### config.mk
export PLATFORM = sky130hd
export DESIGN_NAME = lfsr_serial_gen
export DESIGN_NICKNAME = d
export VERILOG_FILES = /design/src/rtl/lfsr_pkg.sv /design/src/rtl/lfsr_core.sv /design/src/rtl/lfsr_serial_gen.sv
export SDC_FILE = /design/constraint.sdc
export NUM_CORES = 1
export LEC_CHECK = 0
export ABC_AREA = 0
export CORE_MARGIN = 4
export CORE_UTILIZATION = 55
export DETAILED_ROUTE_END_ITERATION = 10
export DONT_BUFFER_PORTS = 1
export PLACE_DENSITY = 0.7
export REMOVE_ABC_BUFFERS = 1
export SYNTH_ARGS = -nofsm -noshare
export SYNTH_HDL_FRONTEND = slang
export SYNTH_SLANG_ARGS = --single-unit
### constraint.sdc
create_clock -name Clock -period 5.7 [get_ports Clock]
set_clock_uncertainty 0.15 [all_clocks]
set_input_delay 0.57 -clock Clock [delete_from_list [all_inputs] [get_ports Clock]]
set_output_delay 0.57 -clock Clock [all_outputs]
set_load 0.05 [all_outputs]
### src/rtl/lfsr_pkg.sv
// rtl/lfsr_pkg.sv - shared LFSR step function and serialiser state type
package lfsr_pkg;

    localparam int LFSR_MAX_W = 64;

    typedef enum logic [0:0] {
        IDLE  = 1'b0,
        SHIFT = 1'b1
    } ser_state_e;

    // Galois step on a right-aligned value of 'width' bits; bits above width come back as zero.
    function automatic logic [LFSR_MAX_W-1:0] lfsr_next(
        input logic [LFSR_MAX_W-1:0] state,
        input logic [LFSR_MAX_W-1:0] taps,
        input int                    width,
        input logic                  zero_fill
    );
        logic [LFSR_MAX_W-1:0] low_mask;
        logic [LFSR_MAX_W-1:0] width_mask;
        logic                  fb;
        low_mask   = (LFSR_MAX_W'(1) << (width - 1)) - LFSR_MAX_W'(1);
        width_mask = (low_mask << 1) | LFSR_MAX_W'(1);
        fb         = (|(state & (LFSR_MAX_W'(1) << (width - 1))))
                   ^ (zero_fill & ((state & low_mask) == '0));
        lfsr_next  = (((state << 1) ^ (taps & {LFSR_MAX_W{fb}})) & width_mask & ~LFSR_MAX_W'(1))
                   | LFSR_MAX_W'(fb);
    endfunction

endpackage

### src/rtl/lfsr_core.sv
// rtl/lfsr_core.sv - LFSR register with load/step control
module lfsr_core
    import lfsr_pkg::*;
#(
    parameter int               WIDTH      = 8,
    parameter logic [WIDTH-1:0] TAPS       = WIDTH'(8'b10101010),
    parameter bit               ZERO_FILL  = 1'b1,
    parameter logic [WIDTH-1:0] RESET_SEED = WIDTH'(1)
) (
    input  logic             Clock,
    input  logic             Reset,
    input  logic             Load,
    input  logic [WIDTH-1:0] Seed,
    input  logic             Enable,
    output logic [WIDTH-1:0] State
);

    logic [LFSR_MAX_W-1:0] nxt_full;
    logic                  unused_nxt;

    assign nxt_full   = lfsr_next(LFSR_MAX_W'(State), LFSR_MAX_W'(TAPS), WIDTH, ZERO_FILL);
    assign unused_nxt = ^nxt_full;

    always_ff @(posedge Clock or negedge Reset) begin
        if (!Reset) begin
            State <= RESET_SEED;
        end else if (Load) begin
            State <= Seed;
        end else if (Enable) begin
            State <= nxt_full[WIDTH-1:0];
        end
    end

endmodule

### src/rtl/lfsr_serial_gen.sv
// rtl/lfsr_serial_gen.sv - LFSR pattern generator with snapshot serial read-out
module lfsr_serial_gen
    import lfsr_pkg::*;
#(
    parameter int               WIDTH      = 8,
    parameter logic [WIDTH-1:0] TAPS       = WIDTH'(8'b10101010),
    parameter bit               ZERO_FILL  = 1'b1,
    parameter bit               LSB_FIRST  = 1'b1,
    parameter logic [WIDTH-1:0] RESET_SEED = WIDTH'(1)
) (
    input  logic             Clock,
    input  logic             Reset,
    input  logic             Load,
    input  logic [WIDTH-1:0] Seed,
    input  logic             Enable,
    input  logic             OUT_Enable,
    output logic [WIDTH-1:0] State,
    output logic             OUT,
    output logic             Valid,
    output logic             Busy,
    output logic             Done,
    output logic             Lock
);

    localparam int             CW   = $clog2(WIDTH);
    localparam logic [CW-1:0]  LAST = CW'(WIDTH - 1);

    ser_state_e       fsm;
    logic [WIDTH-1:0] sreg;
    logic [CW-1:0]    cnt;
    logic             out_q;
    logic             done_q;

    lfsr_core #(
        .WIDTH      (WIDTH),
        .TAPS       (TAPS),
        .ZERO_FILL  (ZERO_FILL),
        .RESET_SEED (RESET_SEED)
    ) u_core (
        .Clock  (Clock),
        .Reset  (Reset),
        .Load   (Load),
        .Seed   (Seed),
        .Enable (Enable),
        .State  (State)
    );

    // sreg holds the bits still to be sent, pre-shifted so the next one is always at the exit end;
    // cnt is the index of the bit currently on OUT.
    always_ff @(posedge Clock or negedge Reset) begin
        if (!Reset) begin
            fsm    <= IDLE;
            sreg   <= '0;
            cnt    <= '0;
            out_q  <= 1'b0;
            done_q <= 1'b0;
        end else begin
            case (fsm)
                IDLE: begin
                    done_q <= 1'b0;
                    if (OUT_Enable) begin
                        fsm <= SHIFT;
                        cnt <= '0;
                        if (LSB_FIRST) begin
                            out_q <= State[0];
                            sreg  <= State >> 1;
                        end else begin
                            out_q <= State[WIDTH-1];
                            sreg  <= State << 1;
                        end
                    end
                end
                SHIFT: begin
                    if (cnt == LAST) begin
                        fsm    <= IDLE;
                        done_q <= 1'b0;
                    end else begin
                        cnt    <= cnt + CW'(1);
                        done_q <= ((cnt + CW'(1)) == LAST);
                        if (LSB_FIRST) begin
                            out_q <= sreg[0];
                            sreg  <= sreg >> 1;
                        end else begin
                            out_q <= sreg[WIDTH-1];
                            sreg  <= sreg << 1;
                        end
                    end
                end
                default: fsm <= IDLE;
            endcase
        end
    end

    assign OUT   = out_q;
    assign Valid = (fsm == SHIFT);
    assign Busy  = (fsm == SHIFT);
    assign Done  = done_q;
    assign Lock  = !ZERO_FILL && (State == '0);

endmodule

# Word level (Yosys, flattened, before mapping)
# Index checks and enable logic that the tools add are counted.
[classes] add_sub_neg=1 eq_ne=4 muxes=16 n_bitwise=4 reduce_logical=3
[op_table] op="logical NOT 64 bit" n=1
[op_table] op="2-to-1 mux 8 bit" n=4
[op_table] op="one-hot mux 8 bit (2 select lines)" n=1
[op_table] op="bitwise OR 8 x 1 -> 8 bit" n=1
[op_table] op="XOR 8 bit" n=1
[op_table] op="equality test 3 bit (second input constant)" n=2
[op_table] op="2-to-1 mux 3 bit" n=2
[op_table] op="one-hot mux 1 bit (2 select lines)" n=3
[op_table] op="one-hot mux 3 bit (2 select lines)" n=1
[op_table] op="2-to-1 mux 1 bit" n=5
[op_table] op="inequality test 2 bit (second input constant)" n=2
[op_table] op="adder 3 x 1 -> 3 bit (second input constant)" n=1
[op_table] op="AND reduction 2 bit" n=1
[op_table] op="nonzero test 2 bit" n=1
[op_table] op="inverter 1 bit" n=1
[op_table] op="XOR 1 bit" n=1
[word_totals] ff_bits=22

# Longest topological paths before layout
[depth] ltp_word=6 depth_mapped=7 ltp_nobuf=5

# Cells and area by module
# From an unflattened synthesis, not the netlist that was laid out.
[hier_totals] hier_cells=117 hier_area_um2=1305.0
[modules_own_cells] mod="lfsr_serial_gen" instances=1 cells_each=61 area_per_inst_um2=753.2 seq_area_each_um2=325.3
[modules_own_cells] mod="lfsr_core" instances=1 cells_each=56 area_per_inst_um2=551.8 seq_area_each_um2=201.4

# Least setup slack after synthesis
# No wires, ideal clock.
[synth_timing] kind="register to register" start="register u_core.State[4]" end="register u_core.State[0]" t_arrival_ns=1.872 required_time_ns=5.486 setup_slack_ns=3.614 path_stages_with_launch=5 synth_period_minus_slack_ns=2.086 cell_sequence="dfrtp_1 -> or4_1 -> buf_2 -> or4_4 -> nand3_1"
[synth_via] elab_chain_len=5
[synth_lines] element="from (decl)" line_no="lfsr_core.sv:15" rtl="output logic [WIDTH-1:0] State"
[synth_lines] element="from (signal assigned)" line_no="lfsr_core.sv:30" rtl="State <= nxt_full[WIDTH-1:0];"
[synth_lines] element="logical NOT 64 bit" line_no="lfsr_pkg.sv:24" rtl="^ (zero_fill & ((state & low_mask) == '0));"
[synth_lines] element="XOR 1 bit" line_no="lfsr_pkg.sv:24"
[synth_lines] element="bitwise OR 8 x 1 -> 8 bit" line_no="lfsr_pkg.sv:26" rtl="| LFSR_MAX_W'(fb);"
[synth_lines] element="2-to-1 mux 8 bit" line_no="lfsr_core.sv:29" rtl="end else if (Enable) begin"
[synth_lines] element="2-to-1 mux 8 bit" line_no="lfsr_core.sv:27" rtl="end else if (Load) begin"
# Every way passes these cells. The select of a mux whose other input is x is not followed.
# A chain may end at the register's enable or synchronous reset.

# Worst setup path in the final report
[layout_timing] start="register fsm, in the netlist Busy" end="register sreg[5]"
[layout_via] elab_chain_len=3
[layout_lines] element="from (decl)" line_no="lfsr_serial_gen.sv:28" rtl="ser_state_e fsm;"
[layout_lines] element="from (signal assigned)" line_no="lfsr_serial_gen.sv:52" rtl="fsm <= IDLE;"
[layout_lines] element="from (signal assigned)" line_no="lfsr_serial_gen.sv:62" rtl="fsm <= SHIFT;"
[layout_lines] element="from (signal assigned)" line_no="lfsr_serial_gen.sv:75" rtl="fsm <= IDLE;"
[layout_lines] element="inverter 1 bit"
[layout_lines] element="inequality test 2 bit (no line)"
[layout_lines] element="AND reduction 2 bit (no line)"
[layout_lines] element="to (signal assigned)" line_no="lfsr_serial_gen.sv:66" rtl="sreg <= State >> 1;"
[layout_lines] element="to (signal assigned)" line_no="lfsr_serial_gen.sv:69" rtl="sreg <= State << 1;"
[layout_lines] element="to (signal assigned)" line_no="lfsr_serial_gen.sv:82" rtl="sreg <= sreg >> 1;"
[layout_lines] element="to (decl)" line_no="lfsr_serial_gen.sv:29" rtl="logic [WIDTH-1:0] sreg;"
# Parallel ways exist; a longest one is shown, timed or not.

==> flow_metrics.py <==
metrics = {
    "synthesis": {
        "syn_inst": 114,
        "synth_seq_area_share_pct": 47.0,
        "synth_edf_count": 0,
        "avgSynthCellArea_sq_um": 9.82,
        "async_flop_share_pct": 100,
        "ys_types": 30,
        "ys_ff_latch": 21,
        "syn_area_sq_um": 1120,
        "ys_warn_count": 0,
        "ys.flop_type": "dfrtp_1",
    },
    "floorplan": {
        "num_io_pins": 26,
        "num_rows": 16,
        "die-area_sq_um": 2820,
        "die_w_um": 53.1,
        "die_h_um": 53.1,
        "core-area_sq_um": 1940,
        "start_util_pct": 57.7,
    },
    "detailed_routing": {
        "vias": 815,
        "first_iter_violations": 15,
        "wirelength_mm": 2.12,
        "wl_per_cell_um": 15.5,
        "ant_nets": 0,
        "vias_per_cell": 5.95,
        "drtPass1Iterations": 4,
        "route.detailed.drc": 0,
    },
    "power_and_ir_drop": {
        "ir_drop_mv": 0.223,
        "power.total_uw": 547,
        "leakage_uw": 0.000535,
        "power.density_nw_per_um2": 475,
    },
    "setup_path": {
        "start_kind": "register",
        "end_kind": "register",
        "criticalPathCategory": "register to register",
        "r2r_setup_slack_ns": 3.40,
        "crit_arrival_ns": 2.32,
        "reg2reg_to": "sreg[5]$_DFFE_PN0P_",
        "cp.required_ns": 5.72,
        "r2r-start": "Busy$_DFF_PN0_",
        "rr_worst_depth": 4,
        "cp_max_fo": 10,
    },
    "worst_hold_path": {
        "min-delay-start": "Load",
        "whs_path_depth": 1,
        "hold_class": "primary input to register",
        "hold_path_end": "u_core.State[4]$_DFFE_PN0P_",
    },
    "clock_network": {
        "cts_htree_levels": 1,
        "clock_latency_ns": 0.29,
        "cts_sinks": 21,
        "ctsResizeCount": 0,
        "cts_buffers": 3,
        "clockBufferDepth": 2,
        "tritoncts": "done",
        "ctsRootBufferMaster": "clkbuf_4",
        "cts.reportedPaths.clkPinSlew_ns": 0.12,
        "post_cts_buffers": 0,
    },
    "global_routing": {
        "grt_overflow_total": 0,
        "antenna_found_initial": 0,
        "grt_pass1_wl_mm": 3.45,
        "grt_pass1_vias": 805,
        "grt_max_degree": 22,
        "grt_usage_pct": 16.6,
    },
    "final_layout": {
        "area_delta_synth_final_pct": 2.91,
        "final_nets": 127,
        "drive_above_1_share_pct": 10.9,
        "num_antenna_cells": 0,
    },
    "run": {
        "maxCapViolCount": 0,
    },
    "sta": {
        "slew_viol_final": 0,
        "post-route-min-period_ns": 2.30,
        "hold_ws_ns": 0.224,
        "finalCritPeriodShare_pct": 40.4,
        "hold_viol": 0,
        "max_freq_ghz": 0.435,
        "finalSetupViolations": 0,
        "rsz0062_at_grt": "no",
        "tns_ns": 0,
        "slew-limit-headroom_pct": 39.9,
        "worstMarginPinSlew_ns": 0.899,
    },
    "placed_design": {
        "place_hpwl_mm": 1.53,
        "port_buffers": 0,
        "gp_congestion": 0.764,
    },
    "outcome": {
        "outcome": "finished clean",
    },
}
[layout make-up]
class	count	area, sq um
Sequential cell	21	527
Timing Repair Buffer	2	17.5
Tap cell	27	33.8
Inverter	6	22.5
Clock buffer	3	22.5
Multi-Input combinational cell	77	524
Fill cell	162	790
Clock inverter	1	5.00
[worst max-delay path, cell delays in order, from the launching register on]
cell,delay [ns]
dfrtp_1,0.52
buf_4,0.40
nor2b_1,0.57
or2_1,0.40
a21oi_1,0.12
[layout by cell type, fill, tap and decap left out, drive strengths merged, types with 2 or more instances in the layout]
| master | Yosys | layout |
|---|---|---|
| a22o | 2 | 2 |
| o211ai | 4 | 4 |
| clkbuf | 7 | 3 |
| ha | 3 | 3 |
| nand3 | 5 | 5 |
| or4 | 2 | 2 |
| inv | 6 | 6 |
| nor2b | 2 | 2 |
| o311a | 4 | 4 |
| a21oi | 8 | 8 |
| nand2 | 10 | 10 |
| nor3 | 7 | 7 |
| mux2i | 10 | 10 |
| or3b | 4 | 4 |
| dfrtp | 20 | 20 |
| o21ai | 7 | 7 |
[how the worst max path moves through the flow]
stage | from | end | slack [ns] | cells past startpoint
3_3_place_gp | u_core.State[4]$_DFFE_PN0P_ | u_core.State[0]$_DFFE_PN1P_ | 3.50 | 3
3_5_place_dp | Busy$_DFF_PN0_ | sreg[5]$_DFFE_PN0P_ | 3.44 | 4
5_1_grt | Busy$_DFF_PN0_ | sreg[5]$_DFFE_PN0P_ | 3.29 | 4
2_1_floorplan | Busy$_DFF_PN0_ | OUT$_DFFE_PN0P_ | 3.38 | 3
4_1_cts | Busy$_DFF_PN0_ | sreg[5]$_DFFE_PN0P_ | 3.40 | 4
6_report | Busy$_DFF_PN0_ | sreg[5]$_DFFE_PN0P_ | 3.40 | 4
[through the flow]
stage               cells  setup slack, ns  util [%]  instance area, sq um
floorplan             104             3.38         -                  1070
global placement      132             3.50      57.4                  1110
detailed placement    132             3.44      57.4                  1110
CTS                   137             3.40      59.3                  1150
global route          137             3.29      59.3                  1150
finish                137             3.40      59.3                  1150
[report_power, final]
group | internal [uW] | leakage, uW | switching, uW
combinational | 82.7 | 0.000265 | 109
sequential | 199 | 0.000252 | 87.8
clock | 26.1 | 0.0000177 | 42.6
[layer usage]
| metal | global-route usage (%) | routed length [um] | vias up | share of wire, % |
|---|---|---|---|---|
| li1 | - | - | 399 | - |
| met1 | 22.7 | 968 | 391 | 46 |
| met2 | 26.2 | 1020 | 23 | 48 |
| met3 | 3.38 | 125 | 2 | 5.9 |
| met4 | 5.11 | 12 | 0 | 0.57 |
| met5 | 0 | 0 | - | 0 |
[synth_stat cells (2+ instances only)]
master | instances | area [sq um]
or3b_2 | 4 | 35.0
ha_1 | 3 | 37.5
dfrtp_1 | 20 | 500
nor2b_1 | 2 | 12.5
mux2i_1 | 10 | 100
clkbuf_1 | 7 | 26.3
buf_4 | 2 | 15.0
inv_1 | 6 | 22.5
nand2_1 | 10 | 37.5
nor3_1 | 7 | 35.0
o211ai_1 | 4 | 30.0
o21ai_0 | 5 | 25.0
o21ai_1 | 2 | 10.0
a21oi_1 | 8 | 40.0
o311a_1 | 4 | 40.0
a22o_1 | 2 | 17.5
nand3_1 | 5 | 25.0
[cell families after synthesis]
logic type / Yosys count / synth area share, %
flops: 21 / 47.0
compound gates: 25 / 14.5
buf+inv: 16 / 6.14
mux: 11 / 9.94
fa+ha+maj: 3 / 3.35
simple gates: 37 / 18.7
other cells: 1 / 0.335
[repair_timing]
| item | CTS | global route |
|---|---|---|
| endpoints found under the hold margin | 21 | 0 |
| endpoints found under the setup margin | 0 | 0 |
| hold buffers | 1 | 0 |
[registers in the layout, indices dropped and copies added, names as in the netlist]
name and count:
Busy 1, Done 1, OUT 1, cnt 3, sreg 7, u_core.State 8
Note: power is estimated with default switching activity, not from simulation.
